**config.mk**
```make
export PLATFORM = sky130hd
export DESIGN_NAME = spi_master_ctrl
export DESIGN_NICKNAME = d
export VERILOG_FILES = /design/src/rtl/spi_master_pkg.sv /design/src/rtl/spi_sck_gen.sv /design/src/rtl/spi_master_ctrl.sv
export SDC_FILE = /design/constraint.sdc
export NUM_CORES = 1
export LEC_CHECK = 0
export CORE_ASPECT_RATIO = 1.5
export CORE_MARGIN = 2
export CORE_UTILIZATION = 41
export DETAILED_ROUTE_END_ITERATION = 7
export PLACE_DENSITY = 0.69
export SETUP_SLACK_MARGIN = 0.4
export SLEW_MARGIN = 20
export SYNTH_ARGS = -nofsm -noshare
export SYNTH_HDL_FRONTEND = slang
export SYNTH_HIERARCHICAL = 1
export SYNTH_SLANG_ARGS = --single-unit
```
**constraint.sdc**
```tcl
create_clock -name clk -period 2.7 [get_ports clk]
set_clock_uncertainty 0.05 [all_clocks]
set_input_delay 0.54 -clock clk [delete_from_list [all_inputs] [get_ports clk]]
set_output_delay 0.54 -clock clk [all_outputs]
set_load 0.01 [all_outputs]
```
**src/rtl/spi_master_pkg.sv**
```systemverilog
// Shared types and constants for the SPI mode-0 master controller.
// Optional build macro used by the top: SPI_MASTER_SEQ_CHECK_EN.
package spi_master_pkg;

    typedef enum logic [1:0] {
        WR_ADDR = 2'b00,
        WR_DATA = 2'b01,
        RD_ADDR = 2'b10,
        RD_DATA = 2'b11
    } cmd_e;

    typedef enum logic [1:0] {
        M_IDLE,
        M_FRAME,
        M_READ,
        M_GAP
    } mstate_e;

    localparam int FRAME_BITS   = 10;
    localparam int DATA_BITS    = 8;
    localparam int HDR_POSEDGES = 12;

    // MOSI level to present for SCK posedge number nxt (1-based).
    // P1 and P2 both carry the MSB; P3..P12 carry the frame MSB first.
    function automatic logic frame_bit(
        input logic [FRAME_BITS-1:0] f,
        input logic [4:0]            nxt
    );
        logic [3:0] idx;
        idx = 4'(HDR_POSEDGES - int'(nxt));
        if (nxt <= 5'd2)
            return f[FRAME_BITS-1];
        else if (nxt <= 5'(HDR_POSEDGES))
            return f[idx];
        else
            return 1'b0;
    endfunction

endpackage

```
**src/rtl/spi_sck_gen.sv**
```systemverilog
// SCK divider: idle-low serial clock plus one-clk strobes that fire
// on the system edge where SCK rises or falls.
module spi_sck_gen
    import spi_master_pkg::*;
#(
    parameter int CLK_DIV = 4
) (
    input  logic clk,
    input  logic rst,
    input  logic i_en,
    input  logic i_mask_rise,
    output logic o_sck,
    output logic o_rise_pulse,
    output logic o_fall_pulse
);

    localparam int HALF = CLK_DIV / 2;
    localparam int CW   = (CLK_DIV > 2) ? $clog2(CLK_DIV) : 1;

    logic [CW-1:0] r_cnt;
    logic          r_sck;
    logic          w_tick;

    // A masked rise slot still strobes, so the FSM can use it as a
    // timed "SCK would have risen here" marker without a real edge.
    assign w_tick       = i_en && (r_cnt == CW'(HALF - 1));
    assign o_rise_pulse = w_tick && !r_sck;
    assign o_fall_pulse = w_tick && r_sck;
    assign o_sck        = r_sck;

    // Half-period counter and SCK toggle register.
    always_ff @(posedge clk or posedge rst) begin
        if (rst) begin
            r_cnt <= '0;
            r_sck <= 1'b0;
        end else if (!i_en) begin
            r_cnt <= '0;
            r_sck <= 1'b0;
        end else if (w_tick) begin
            r_cnt <= '0;
            if (!(o_rise_pulse && i_mask_rise))
                r_sck <= ~r_sck;
        end else begin
            r_cnt <= r_cnt + CW'(1);
        end
    end

endmodule

```
**src/rtl/spi_master_ctrl.sv**
```systemverilog
// SPI mode-0 master: host command port in, 10-bit frames out.
// Build macro SPI_MASTER_SEQ_CHECK_EN adds RD_ADDR/RD_DATA order checking.
module spi_master_ctrl
    import spi_master_pkg::*;
#(
    parameter int CLK_DIV = 4,
    parameter int RD_WAIT = 1,
    parameter int GAP_SCK = 1
) (
    input  logic       clk,
    input  logic       rst,
    input  logic       cmd_valid,
    output logic       cmd_ready,
    input  logic [1:0] cmd_type,
    input  logic [7:0] cmd_payload,
    output logic       rsp_valid,
    output logic [7:0] rsp_data,
    output logic       busy,
`ifdef SPI_MASTER_SEQ_CHECK_EN
    output logic       cmd_err,
`endif
    output logic       SS_n,
    output logic       SCK,
    output logic       MOSI,
    input  logic       MISO
);

    localparam logic [4:0] LAST_WR = 5'(HDR_POSEDGES);
    localparam logic [4:0] GO_RD   = 5'(HDR_POSEDGES + RD_WAIT - 1);
    localparam logic [4:0] FIRST_D = 5'(HDR_POSEDGES + RD_WAIT + 1);
    localparam logic [4:0] LAST_RD = 5'(HDR_POSEDGES + RD_WAIT + DATA_BITS);
    localparam logic [4:0] GAP_N   = 5'(GAP_SCK);

    mstate_e r_state;
    mstate_e w_state_next;

    logic [FRAME_BITS-1:0] r_frame;
    logic [4:0]            r_pcnt;
    logic                  r_ss_n;
    logic                  r_mosi;
    logic                  r_cmd_ready;
    logic                  r_rsp_valid;
    logic [DATA_BITS-1:0]  r_rsp_data;

    logic w_sck;
    logic w_rise;
    logic w_fall;
    logic w_sck_en;
    logic w_accept;
    logic w_start;
    logic w_is_rd;
    logic w_end_slot;
    logic w_sample;

`ifdef SPI_MASTER_SEQ_CHECK_EN
    logic r_cmd_err;
    logic r_rd_addr_sent;
    logic w_seq_bad;
`endif

    assign w_is_rd  = (r_frame[9:8] == RD_DATA);
    assign w_sck_en = (r_state != M_IDLE);

    spi_sck_gen #(
        .CLK_DIV (CLK_DIV)
    ) u_sck (
        .clk          (clk),
        .rst          (rst),
        .i_en         (w_sck_en),
        .i_mask_rise  (w_end_slot),
        .o_sck        (w_sck),
        .o_rise_pulse (w_rise),
        .o_fall_pulse (w_fall)
    );

    // Next-state logic and per-cycle control strobes.
    always_comb begin
        w_state_next = r_state;
        w_accept     = 1'b0;
        w_start      = 1'b0;
        w_end_slot   = 1'b0;
        w_sample     = 1'b0;
`ifdef SPI_MASTER_SEQ_CHECK_EN
        w_seq_bad    = 1'b0;
`endif
        unique case (r_state)
            M_IDLE: begin
                if (cmd_valid && r_cmd_ready) begin
                    w_accept = 1'b1;
`ifdef SPI_MASTER_SEQ_CHECK_EN
                    w_seq_bad =
                        ((cmd_type == RD_DATA) && !r_rd_addr_sent) ||
                        ((cmd_type == RD_ADDR) && r_rd_addr_sent);
                    if (!w_seq_bad) begin
                        w_start      = 1'b1;
                        w_state_next = M_FRAME;
                    end
`else
                    w_start      = 1'b1;
                    w_state_next = M_FRAME;
`endif
                end
            end
            M_FRAME: begin
                if (w_rise && w_is_rd && r_pcnt == GO_RD) begin
                    w_state_next = M_READ;
                end else if (w_rise && !w_is_rd && r_pcnt == LAST_WR) begin
                    w_end_slot   = 1'b1;
                    w_state_next = M_GAP;
                end
            end
            M_READ: begin
                if (w_fall && r_pcnt >= FIRST_D)
                    w_sample = 1'b1;
                if (w_rise && r_pcnt == LAST_RD) begin
                    w_end_slot   = 1'b1;
                    w_state_next = M_GAP;
                end
            end
            M_GAP: begin
                if (w_fall && r_pcnt == GAP_N)
                    w_state_next = M_IDLE;
            end
            default: w_state_next = M_IDLE;
        endcase
    end

    // FSM state register.
    always_ff @(posedge clk or posedge rst) begin
        if (rst)
            r_state <= M_IDLE;
        else
            r_state <= w_state_next;
    end

    // Frame latch, posedge counter, pin drivers and read shifter.
    always_ff @(posedge clk or posedge rst) begin
        if (rst) begin
            r_frame     <= '0;
            r_pcnt      <= '0;
            r_ss_n      <= 1'b1;
            r_mosi      <= 1'b0;
            r_cmd_ready <= 1'b0;
            r_rsp_valid <= 1'b0;
            r_rsp_data  <= '0;
        end else begin
            r_cmd_ready <= (w_state_next == M_IDLE);
            r_rsp_valid <= 1'b0;
            if (w_accept)
                r_frame <= {cmd_type, cmd_payload};
            if (w_start) begin
                r_ss_n <= 1'b0;
                r_mosi <= cmd_type[1];
                r_pcnt <= '0;
            end else if (w_end_slot) begin
                r_ss_n <= 1'b1;
                r_mosi <= 1'b0;
                r_pcnt <= '0;
            end else if (w_rise) begin
                r_pcnt <= r_pcnt + 5'd1;
            end else if (w_fall && r_state != M_GAP) begin
                r_mosi <= frame_bit(r_frame, r_pcnt + 5'd1);
            end
            if (w_sample) begin
                r_rsp_data <= {r_rsp_data[DATA_BITS-2:0], MISO};
                if (r_pcnt == LAST_RD)
                    r_rsp_valid <= 1'b1;
            end
        end
    end

`ifdef SPI_MASTER_SEQ_CHECK_EN
    // Read-sequence tracker: RD_DATA is legal only after an RD_ADDR.
    always_ff @(posedge clk or posedge rst) begin
        if (rst) begin
            r_cmd_err      <= 1'b0;
            r_rd_addr_sent <= 1'b0;
        end else begin
            r_cmd_err <= w_seq_bad;
            if (w_end_slot && r_frame[9:8] == RD_ADDR)
                r_rd_addr_sent <= 1'b1;
            else if (w_end_slot && w_is_rd)
                r_rd_addr_sent <= 1'b0;
        end
    end

    assign cmd_err = r_cmd_err;
`endif

    assign cmd_ready = r_cmd_ready;
    assign rsp_valid = r_rsp_valid;
    assign rsp_data  = r_rsp_data;
    assign busy      = (r_state != M_IDLE);
    assign SS_n      = r_ss_n;
    assign SCK       = w_sck;
    assign MOSI      = r_mosi;

endmodule

```
## Word level (Yosys, flattened, before mapping)

Index checks and enable logic that the tools add are counted.

| storage, ports and cells | value |
|---|---|
| bits in registers | 32 |
| bits in latches | 0 |
| memory bits (writable) | 0 |
| bits in read-only memories | 0 |
| bits of input ports | 14 |
| output and inout bits | 14 |
| word-level logic and storage cells | 87 |
| memories | 0 |

| cells by class | value |
|---|---|
| $add $sub $neg | 3 |
| multiply operators | 0 |
| divide/modulo/power cells | 0 |
| order comparisons | 4 |
| equal/unequal tests | 12 |
| shift-type cells | 0 |
| muxes and demuxes | 34 |
| bitwise operators | 1 |
| reductions and logical operators | 23 |

Operator list:

| cell | count |
|---|---|
| 2-to-1 mux 1 bit | 21 |
| 2-to-1 mux 5 bit | 3 |
| 2-to-1 mux 2 bit | 7 |
| logical AND 1 bit | 13 |
| case mux 2 bit (4 select lines) | 1 |
| == test 2 bit (second input constant) | 3 |
| != test 2 bit (second input constant) | 3 |
| nonzero test 3 bit | 2 |
| adder 5 x 1 -> 5 bit (second input constant) | 1 |
| == test 5 x 1 -> 1 bit (second input constant) | 1 |
| == test 5 x 4 -> 1 bit (second input constant) | 1 |
| == test 5 bit (second input constant) | 1 |
| greater-or-equal comparator 5 x 4 -> 1 bit (second input constant) | 1 |
| less-or-equal comparator 5 x 2 -> 1 bit (second input constant) | 1 |
| less-or-equal comparator 5 x 4 -> 1 bit (second input constant) | 1 |
| less-than comparator 4 x 5 -> 1 bit (second input constant) | 1 |
| binary-select mux 1 bit (select 4 bit) | 1 |
| == test 2 x 1 -> 1 bit (second input constant) | 2 |
| logical NOT 2 bit | 2 |
| AND reduction 2 bit | 2 |
| nonzero test 2 bit | 2 |
| subtractor 4 bit (first input constant) | 1 |
| != test 3 x 2 -> 1 bit (second input constant) | 1 |
| adder 2 x 1 -> 2 bit (second input constant) | 1 |
| other kinds (3) | 4 |

## Logic depth before layout (Yosys ltp)

Gate-level depths: netlist of run 1.

| depth | value |
|---|---|
| depth after elaboration | 12 |
| mapped depth | 13 |
| gate-level depth less buffers | 11 |

## Cells and area by module

Netlist of run 1, hierarchy kept.

Modules (own cells, without submodules):

| module | instances | cells an instance | area each (µm²) |
|---|---|---|---|
| spi_master_ctrl | 1 | 179 | 1727.9 |
| spi_sck_gen | 1 | 13 | 142.6 |

## Worst setup path before layout of run 1

Ideal clock, no wire load.

| timing path | value |
|---|---|
| kind | register to register |
| start | reg r_state[1] |
| end | reg r_mosi, in the netlist MOSI |
| library setup time | 0.118 ns |
| arrival | 2.071 ns |
| setup slack | 0.461 ns |
| cell stages (with the launch flop) | 14 |
| path buffers | 2 |
| period minus slack after synthesis | 2.239 ns |
| cell sequence | dfrtp_1 > inv_1 > ha_1 > inv_1 > nand2_1 > nor2_1 > buf_6 > and4_4 > nand4_2 > a21boi_2 > or2_1 > buf_6 > nor4_4 > a21o_1 |

| on the way | value |
|---|---|
| longest elaborated chain between the ends | 10 |
| elaborated cells on any way between the ends | 24 |

RTL lines:

| what | line | RTL |
|---|---|---|
| start, declared | spi_master_ctrl.sv:34 | `mstate_e r_state;` |
| start signal, assigned | spi_master_ctrl.sv:133 | `r_state <= w_state_next;` |
| nonzero test 2 bit * | - |  |
| via busy | spi_master_ctrl.sv:18 | `output logic busy,` |
| logical AND 1 bit * | spi_sck_gen.sv:26 | `assign w_tick = i_en && (r_cnt == CW'(HALF - 1));` |
| logical AND 1 bit * | spi_sck_gen.sv:27 | `assign o_rise_pulse = w_tick && !r_sck;` |
| via w_rise | spi_master_ctrl.sv:46 | `logic w_rise;` |
| logical AND 1 bit (2 in series) | spi_master_ctrl.sv:107 | `end else if (w_rise && !w_is_rd && r_pcnt == LAST_WR) begin` |
| 2-to-1 mux 1 bit | spi_master_ctrl.sv:107 |  |
| 2-to-1 mux 1 bit | spi_master_ctrl.sv:105 | `if (w_rise && w_is_rd && r_pcnt == GO_RD) begin` |
| case mux 1 bit (2 select lines) * | spi_master_ctrl.sv:86 | `unique case (r_state)` |
| via w_end_slot | spi_master_ctrl.sv:52 | `logic w_end_slot;` |
| != test 3 x 2 -> 1 bit (no source line) (tied with other cells) | - |  |
| AND reduction 2 bit (no source line) / 2-to-1 mux 1 bit (equally long branches) | - |  |
| end signal, assigned | spi_master_ctrl.sv:153 | `r_mosi <= cmd_type[1];` |
| end signal, assigned | spi_master_ctrl.sv:162 | `r_mosi <= frame_bit(r_frame, r_pcnt + 5'd1);` |
| end, declared | spi_master_ctrl.sv:40 | `logic r_mosi;` |

Mark *: on every way through the listed nets, which the timed path passes. The rest lies on a longest branch.
A chain may end at the register's enable or synchronous reset.

## Worst setup path after layout of run 1

| timing path | value |
|---|---|
| start | reg r_state[0] |
| end | out busy |

| on the way | value |
|---|---|
| longest elaborated chain between the ends | 1 |

RTL lines:

| what | line | RTL |
|---|---|---|
| nonzero test 2 bit | spi_master_ctrl.sv:193 | `assign busy = (r_state != M_IDLE);` |
| end, declared | spi_master_ctrl.sv:18 |  |

No other way between the ends.

==> metrics.md, run 1 <==
| Metric | Value |
|---|---|
| R2R setup slack | 560 ps |
| Setup Crit Path Kind | reg2out |
| Number of port buffers | 27 |
| Multi-input logic area | 992 um2 |
| Reg-to-reg startpoint | r_state[0] |
| Largest net degree at the start of global routing | 30 |
| H-Tree Depth | 2 |
| # diodes | 0 |
| Cell family with most CP delay | buffers and inverters |
| FP Rows | 30 |
| DRT Wirelength | 3850 um |
| Worst setup EP type | output pin |
| Synth Register Bits | 32 |
| Syn Nets | 217 |
| Tmin final | 2170 ps |
| Root buffer cell | clkbuf_8 |
| Die area | 5130 um2 |
| Starting Density | 41.9% |
| Total number of vias | 1,423 |
| Global Route Usage Sum | 16.8% |
| RSZ-0062 raised after global routing | no |
| Post-synthesis sequential area ratio | 42.9% |
| Least-Margin Pin Slew | 667 ps |
| Leak Pwr | 0.00110 uW |
| Cell Pwr Density | 1040 nW/um2 |
| TritonCTS buffer count | 5 |
| Post-synth cell types | 45 |
| IO Pins | 28 |
| Final HPWL DP | 2800 um |
| Drt drc | 0 |
| Worst setup path endpoint | busy |
| Async SR Flop Fraction | 100% |
| Area leader, netlist | dfrtp_1 |
| Max Fclk | 461 MHz |
| Fin crit share | 80.3% |
| Share of cells above drive strength 1 | 19.8% |
| Req. time, crit path | 2110 ps |
| Initial antenna violation count | 0 |
| Setup TNS | 0 ps |
| Global-route wire length before repair | 6550 um |
| Placed insts | 262 |
| Critical Path Source | r_state[0] |
| Skew-Pair Late Insertion Delay | 290 ps |
| Overflow after GRT | 0 |
| Mapped cell area | 1870 um2 |
| CORE AREA | 4470 um2 |
| Status | finished, final reports clean |
| Area growth from synthesis to layout | 24.7% |
| Peak VDD IR | 0.522 mV |
| Final Setup Violations | 0 |
| Yosys top cell area share | 41.5% |
| Longest Clk Path Bufs | 2 |
| Worst path depth | 4 |
| R2r endpoint | MOSI |
| Die Span Y | 86.7 um |
| Post-route insts no fill | 275 |
| Chain of cells forming the critical path | inv_2 -> ha_1 -> inv_2 -> clkdlybuf4s50_1 |
| Antenna viol nets, final | 0 |
| Max-Cap Viols | 0 |
| Wire per inst | 14.0 um |
| Reg2Reg Depth | 11 |
| Final Hold Fails | 0 |
| Final instance area | 2330 um2 |
| Crit-path slowest cell | clkdlybuf4s50_1 |
| Fill count | 380 |
| Vias in the first global route | 1,430 |
| Tightest Hold Check Type | in2async |
| Setup crit start kind | flip-flop |
| Post-synth EDFFs | 0 |
| Crit Path Max Fanout | 6 |
| Largest stage delay, worst path | 540 ps |
| FF/Latch Area | 802 um2 |
| Clk sinks | 32 |
| DR vias/cell | 5.17 |
| Slew Limit Headroom | 55.4% |
| Mean post-synth cell area | 9.74 um2 |
| Iter 0 DRT Violations | 36 |
| Chip width | 59.2 um |
| Most common cell on crit path | inv_2 |
| Clock transition at path regs | 60 ps |
| CTS tree | built |
| Placed Area | 2180 um2 |
| Final GP Congestion | 0.832 |
| Syn Inst Count | 192 |
| Top cells by area, synth | dfrtp_1, nand2_1, ha_1 |
| Pins Over Slew Limit | 0 |
| Bufs and invs on worst path | 3 |
| Worst endpoint data arrival time | 1580 ps |
| Warnings from Yosys | 6 |
| Primary FF master, synth | dfrtp_1 |
| DR pass1 iterations | 4 |
| Total Nets Final | 251 |
==> logic make-up after synthesis <==
| group | synth area share (%) |
|---|---|
| AO/OA/AOI/OAI | 7.63 |
| XOR/XNOR | 3.75 |
| adder cells (fa/ha/maj) | 7.36 |
| buffers and inverters | 5.55 |
| flip-flops | 42.9 |
| multiplexers | 9.36 |
| AND/OR/NAND/NOR | 23.5 |
==> stage by stage <==
| stage | util, % | hold slack [ps] | setup slack (ps) | power, uW |
|---|---|---|---|---|
| 6_report | 52.2 | 401 | 531 | 2430 |
| 5_1_grt | 52.2 | 412 | 416 | 2640 |
| 4_1_cts | 51.2 | 399 | 404 | 2380 |
| 3_5_place_dp | 48.7 | 412 | 147 | 1960 |
| 3_3_place_gp | 48.7 | 406 | 228 | 1950 |
| 2_1_floorplan | - | 244 | 461 | 1660 |
==> layer usage <==
layer,vias to the layer above,GRT usage (%),wire [um]
met3,13,3.88,146
met2,38,27.7,1970
met4,0,9.30,122
met1,665,19.8,1610
met5,-,0,0
li1,707,-,-
==> cell usage in the layout, fill, tap and decap left out, types with 3 or more instances in the layout <==
master / n
a21oi_1: 4
a31oi_1: 3
buf_4: 10
clkbuf_8: 6
clkdlybuf4s50_1: 27
dfrtp_1: 31
ha_1: 10
inv_1: 9
mux2_2: 8
mux2i_1: 4
nand2_1: 40
nand3_1: 8
nor2_1: 15
o21ai_0: 5
xnor2_1: 4
xor2_1: 4
==> what timing repair did <==
| item | in CTS | in global routing |
|---|---|---|
| hold buffers | 0 | 0 |
| resized for setup | 3 | 6 |
| endpoints found under the setup margin | 10 | 14 |
| pin swaps | 0 | 2 |
| setup buffers | 1 | 4 |
==> where the power goes <==
group	switching (uW)	internal, uW	total (uW)
clock network	182	203	385
logic	635	607	1240
registers	163	645	808
total	980	1460	2430
==> worst min path at each step <==
stage                     cells after the start        from        endpoint  slack (ps)
final                                         2         rst     u_sck/o_sck         400
after CTS                                     2         rst  u_sck/r_cnt[1]         400
after global routing                          2         rst  u_sck/r_cnt[1]         410
after floorplan                               1         rst     u_sck/o_sck         240
after detailed placement                      2  r_frame[0]      r_frame[0]         410
after global placement                        2  r_frame[1]      r_frame[1]         410
==> cells in the mapped netlist, types with 2 or more instances <==
| cell | count |
|---|---|
| nand2_1 | 40 |
| dfrtp_1 | 31 |
| nor2_1 | 16 |
| ha_1 | 11 |
| inv_1 | 11 |
| mux2_2 | 8 |
| nand3_1 | 8 |
| o21ai_0 | 5 |
| a21oi_1 | 4 |
| buf_2 | 4 |
| mux2i_1 | 4 |
| xnor2_1 | 4 |
| xor2_1 | 4 |
| a31oi_1 | 3 |
| and2_1 | 2 |
| and4_1 | 2 |
| buf_6 | 2 |
| clkbuf_1 | 2 |
| mux4_2 | 2 |
| nand2b_1 | 2 |
| nand4_2 | 2 |
| nor2b_1 | 2 |
==> sequential cells by signal, summed over array words and instances, names as in the netlist <==
signal,cells
r_frame,10
u_sck/r_cnt,2
MOSI,1
rsp_valid,1
rsp_data,8
cmd_ready,1
u_sck/o_sck,1
SS_n,1
r_state,2
r_pcnt,5
==> area by class of cell <==
type,count,share of cell area (%)
clock buffer,6,3.54
clock inverter,2,0.429
inverter,11,1.77
multi-input combinational,139,42.5
sequential,32,34.4
tap,48,2.57
timing repair buffer,37,14.8
Note: power is estimated with default switching activity, not from simulation.
==> run 2: changes to the inputs <==
--- a/config.mk
+++ b/config.mk
@@ -9,7 +9,7 @@
 export CORE_MARGIN = 2
 export CORE_UTILIZATION = 41
 export DETAILED_ROUTE_END_ITERATION = 7
-export PLACE_DENSITY = 0.69
+export PLACE_DENSITY = 0.72
 export SETUP_SLACK_MARGIN = 0.4
 export SLEW_MARGIN = 20
 export SYNTH_ARGS = -nofsm -noshare
==> constraint.sdc (replaced) <==
create_clock -name clk -period 1.9 [get_ports clk]
set_clock_uncertainty 0.05 [all_clocks]
set_input_delay 0.38 -clock clk [delete_from_list [all_inputs] [get_ports clk]]
set_output_delay 0.38 -clock clk [all_outputs]
set_load 0.01 [all_outputs]
==> run 2 against run 1 <==
The run now ends with negative setup slack left. Worst hold slack lost 170 ps. Flip-flop and latch count is the same. Routed wire length grew 17%. Largest cell class unchanged. Highest routed layer unchanged.
==> metrics.md, run 2 (synthesis results as in run 1) <==
| Metric | Value |
|---|---|
| Status | complete, but fails checks |
| Violated checks | negative setup slack |
| # diodes | 0 |
| Pins Over Slew Limit | 0 |
| Drt drc | 0 |
| Tightest Hold Check Type | in2async |
| Largest net degree at the start of global routing | 30 |
| Least-Margin Pin Slew | 476 ps |
| Longest Clk Path Bufs | 2 |
| Leak Pwr | 0.00128 uW |
| Fin worst setup slack | -123 ps |
| Area growth from synthesis to layout | 38.6% |
| Initial antenna violation count | 0 |
| Most frequent cells in the layout | nand2_1, dfrtp_1, buf_4, clkdlybuf4s50_1 |
| Req. time, crit path | 2020 ps |
| DRT Wirelength | 4500 um |
| Setup crit start kind | flip-flop |
| Tmin final | 2020 ps |
| Clock transition at path regs | 80 ps |
| IO Pins | 28 |
| Fin crit share | 106% |
| Share of cells above drive strength 1 | 33.3% |
| Peak VDD IR | 0.993 mV |
| Crit-path slowest cell | dfrtp_1 |
| Root buffer cell | clkbuf_8 |
| Die area | 5130 um2 |
| Register with the most flip-flops | r_frame |
| Vias in the first global route | 1,606 |
| Global-route wire length before repair | 7080 um |
| Number of port buffers | 27 |
| CORE AREA | 4470 um2 |
| Chain of cells forming the critical path | inv_2 -> ha_4 -> inv_4 -> nand2_4 -> nor2_4 -> and4_4 -> nand4_4 -> a21boi_2 -> or2_4 -> o32ai_2 -> a21o_1 |
| Hold_buf cts | 0 |
| Crit Path Max Fanout | 4 |
| RSZ-0062 raised after global routing | yes |
| Worst endpoint data arrival time | 2150 ps |
| Antenna viol nets, final | 0 |
| Final Setup Violations | 8 |
| Global Route Usage Sum | 18.5% |
| Starting Density | 41.9% |
| Iter 0 DRT Violations | 27 |
| Cell Pwr Density | 1570 nW/um2 |
| Worst setup EP type | flip-flop |
| Clk sinks | 32 |
| DR vias/cell | 5.31 |
| Setup Crit Path Kind | reg2reg |
| Chip width | 59.2 um |
| Reg-to-reg startpoint | r_state[0] |
| Wire per inst | 15.1 um |
| Largest stage delay, worst path | 370 ps |
| H-Tree Depth | 2 |
| Skew-Pair Late Insertion Delay | 290 ps |
| Final GP Congestion | 0.830 |
| Critical Path Source | r_state[0] |
| Overflow after GRT | 0 |
| Max FFs per register | 10 |
| DR pass1 iterations | 4 |
| Post-Place Worst Slack | -230 ps |
| CTS tree | built |
| Total number of vias | 1,576 |
| FP Rows | 30 |
| Slew Limit Headroom | 67.8% |
| Most common cell after layout, fill and taps aside | nand2_1 |
| TritonCTS buffer count | 5 |
| Max-Cap Viols | 0 |
| Setup TNS | -542 ps |
| Final Hold Fails | 0 |
| Die Span Y | 86.7 um |
| Total Nets Final | 273 |
| Max Fclk | 494 MHz |
| Final HPWL DP | 3000 um |
## run 2: area by class of cell
type | instances | area [um2]
Fill cell | 367 | 1870
Multi-Input combinational cell | 139 | 1080
Sequential cell | 32 | 802
Timing Repair Buffer | 59 | 503
Clock buffer | 6 | 72.6
Tap cell | 48 | 60.1
Inverter | 11 | 43.8
Clock inverter | 2 | 35.0
## run 2: worst paths after layout
path | end | slack [ps] | depth (start not counted)
min in group clk | r_frame[0] | 430 | 2
max in group asynchronous | SS_n | 1040 | 3
max | MOSI | -120 | 11
min | u_sck/o_sck | 230 | 2
min reg2reg | r_frame[0] | 430 | 2
max reg2reg | MOSI | -120 | 11
## run 2: critical path, delay by kind of cell, from the launching register on
family          cells  cell delay, ps
compound gates      3             460
buf+inv             2             120
simple gates        5             720
fa+ha+maj           1             160
flops               1             370
## run 2: repair_timing
action	in CTS	in global routing
endpoints found under the setup margin	34	31
buffers inserted	2	1
pin swaps	11	5
cloned	0	1
resized for setup	44	13
## run 2: through the flow
step                cell area (um2)  utilization [%]  hold slack (ps)  std cells  power (uW)
finish                         2590             58.0              227        297        4080
global route                   2590             58.0              254        297        4330
CTS                            2560             57.3              237        295        3980
detailed placement             2370             53.0              413        285        3150
global placement               2370             53.0              412        285        3120
floorplan                      1890                -             83.6        192        2410
## run 2: routing by layer
metal | track usage (%) | wire length, um
met5 | 0 | 0
met4 | 9.92 | 157
met3 | 2.39 | 111
met2 | 34.7 | 2530
met1 | 19.0 | 1690
## run 2: power breakdown
part | switching [uW] | internal (uW) | total (uW)
clock | 268 | 389 | 657
sequential | 185 | 918 | 1100
combinational | 1140 | 1180 | 2320
total | 1590 | 2480 | 4080
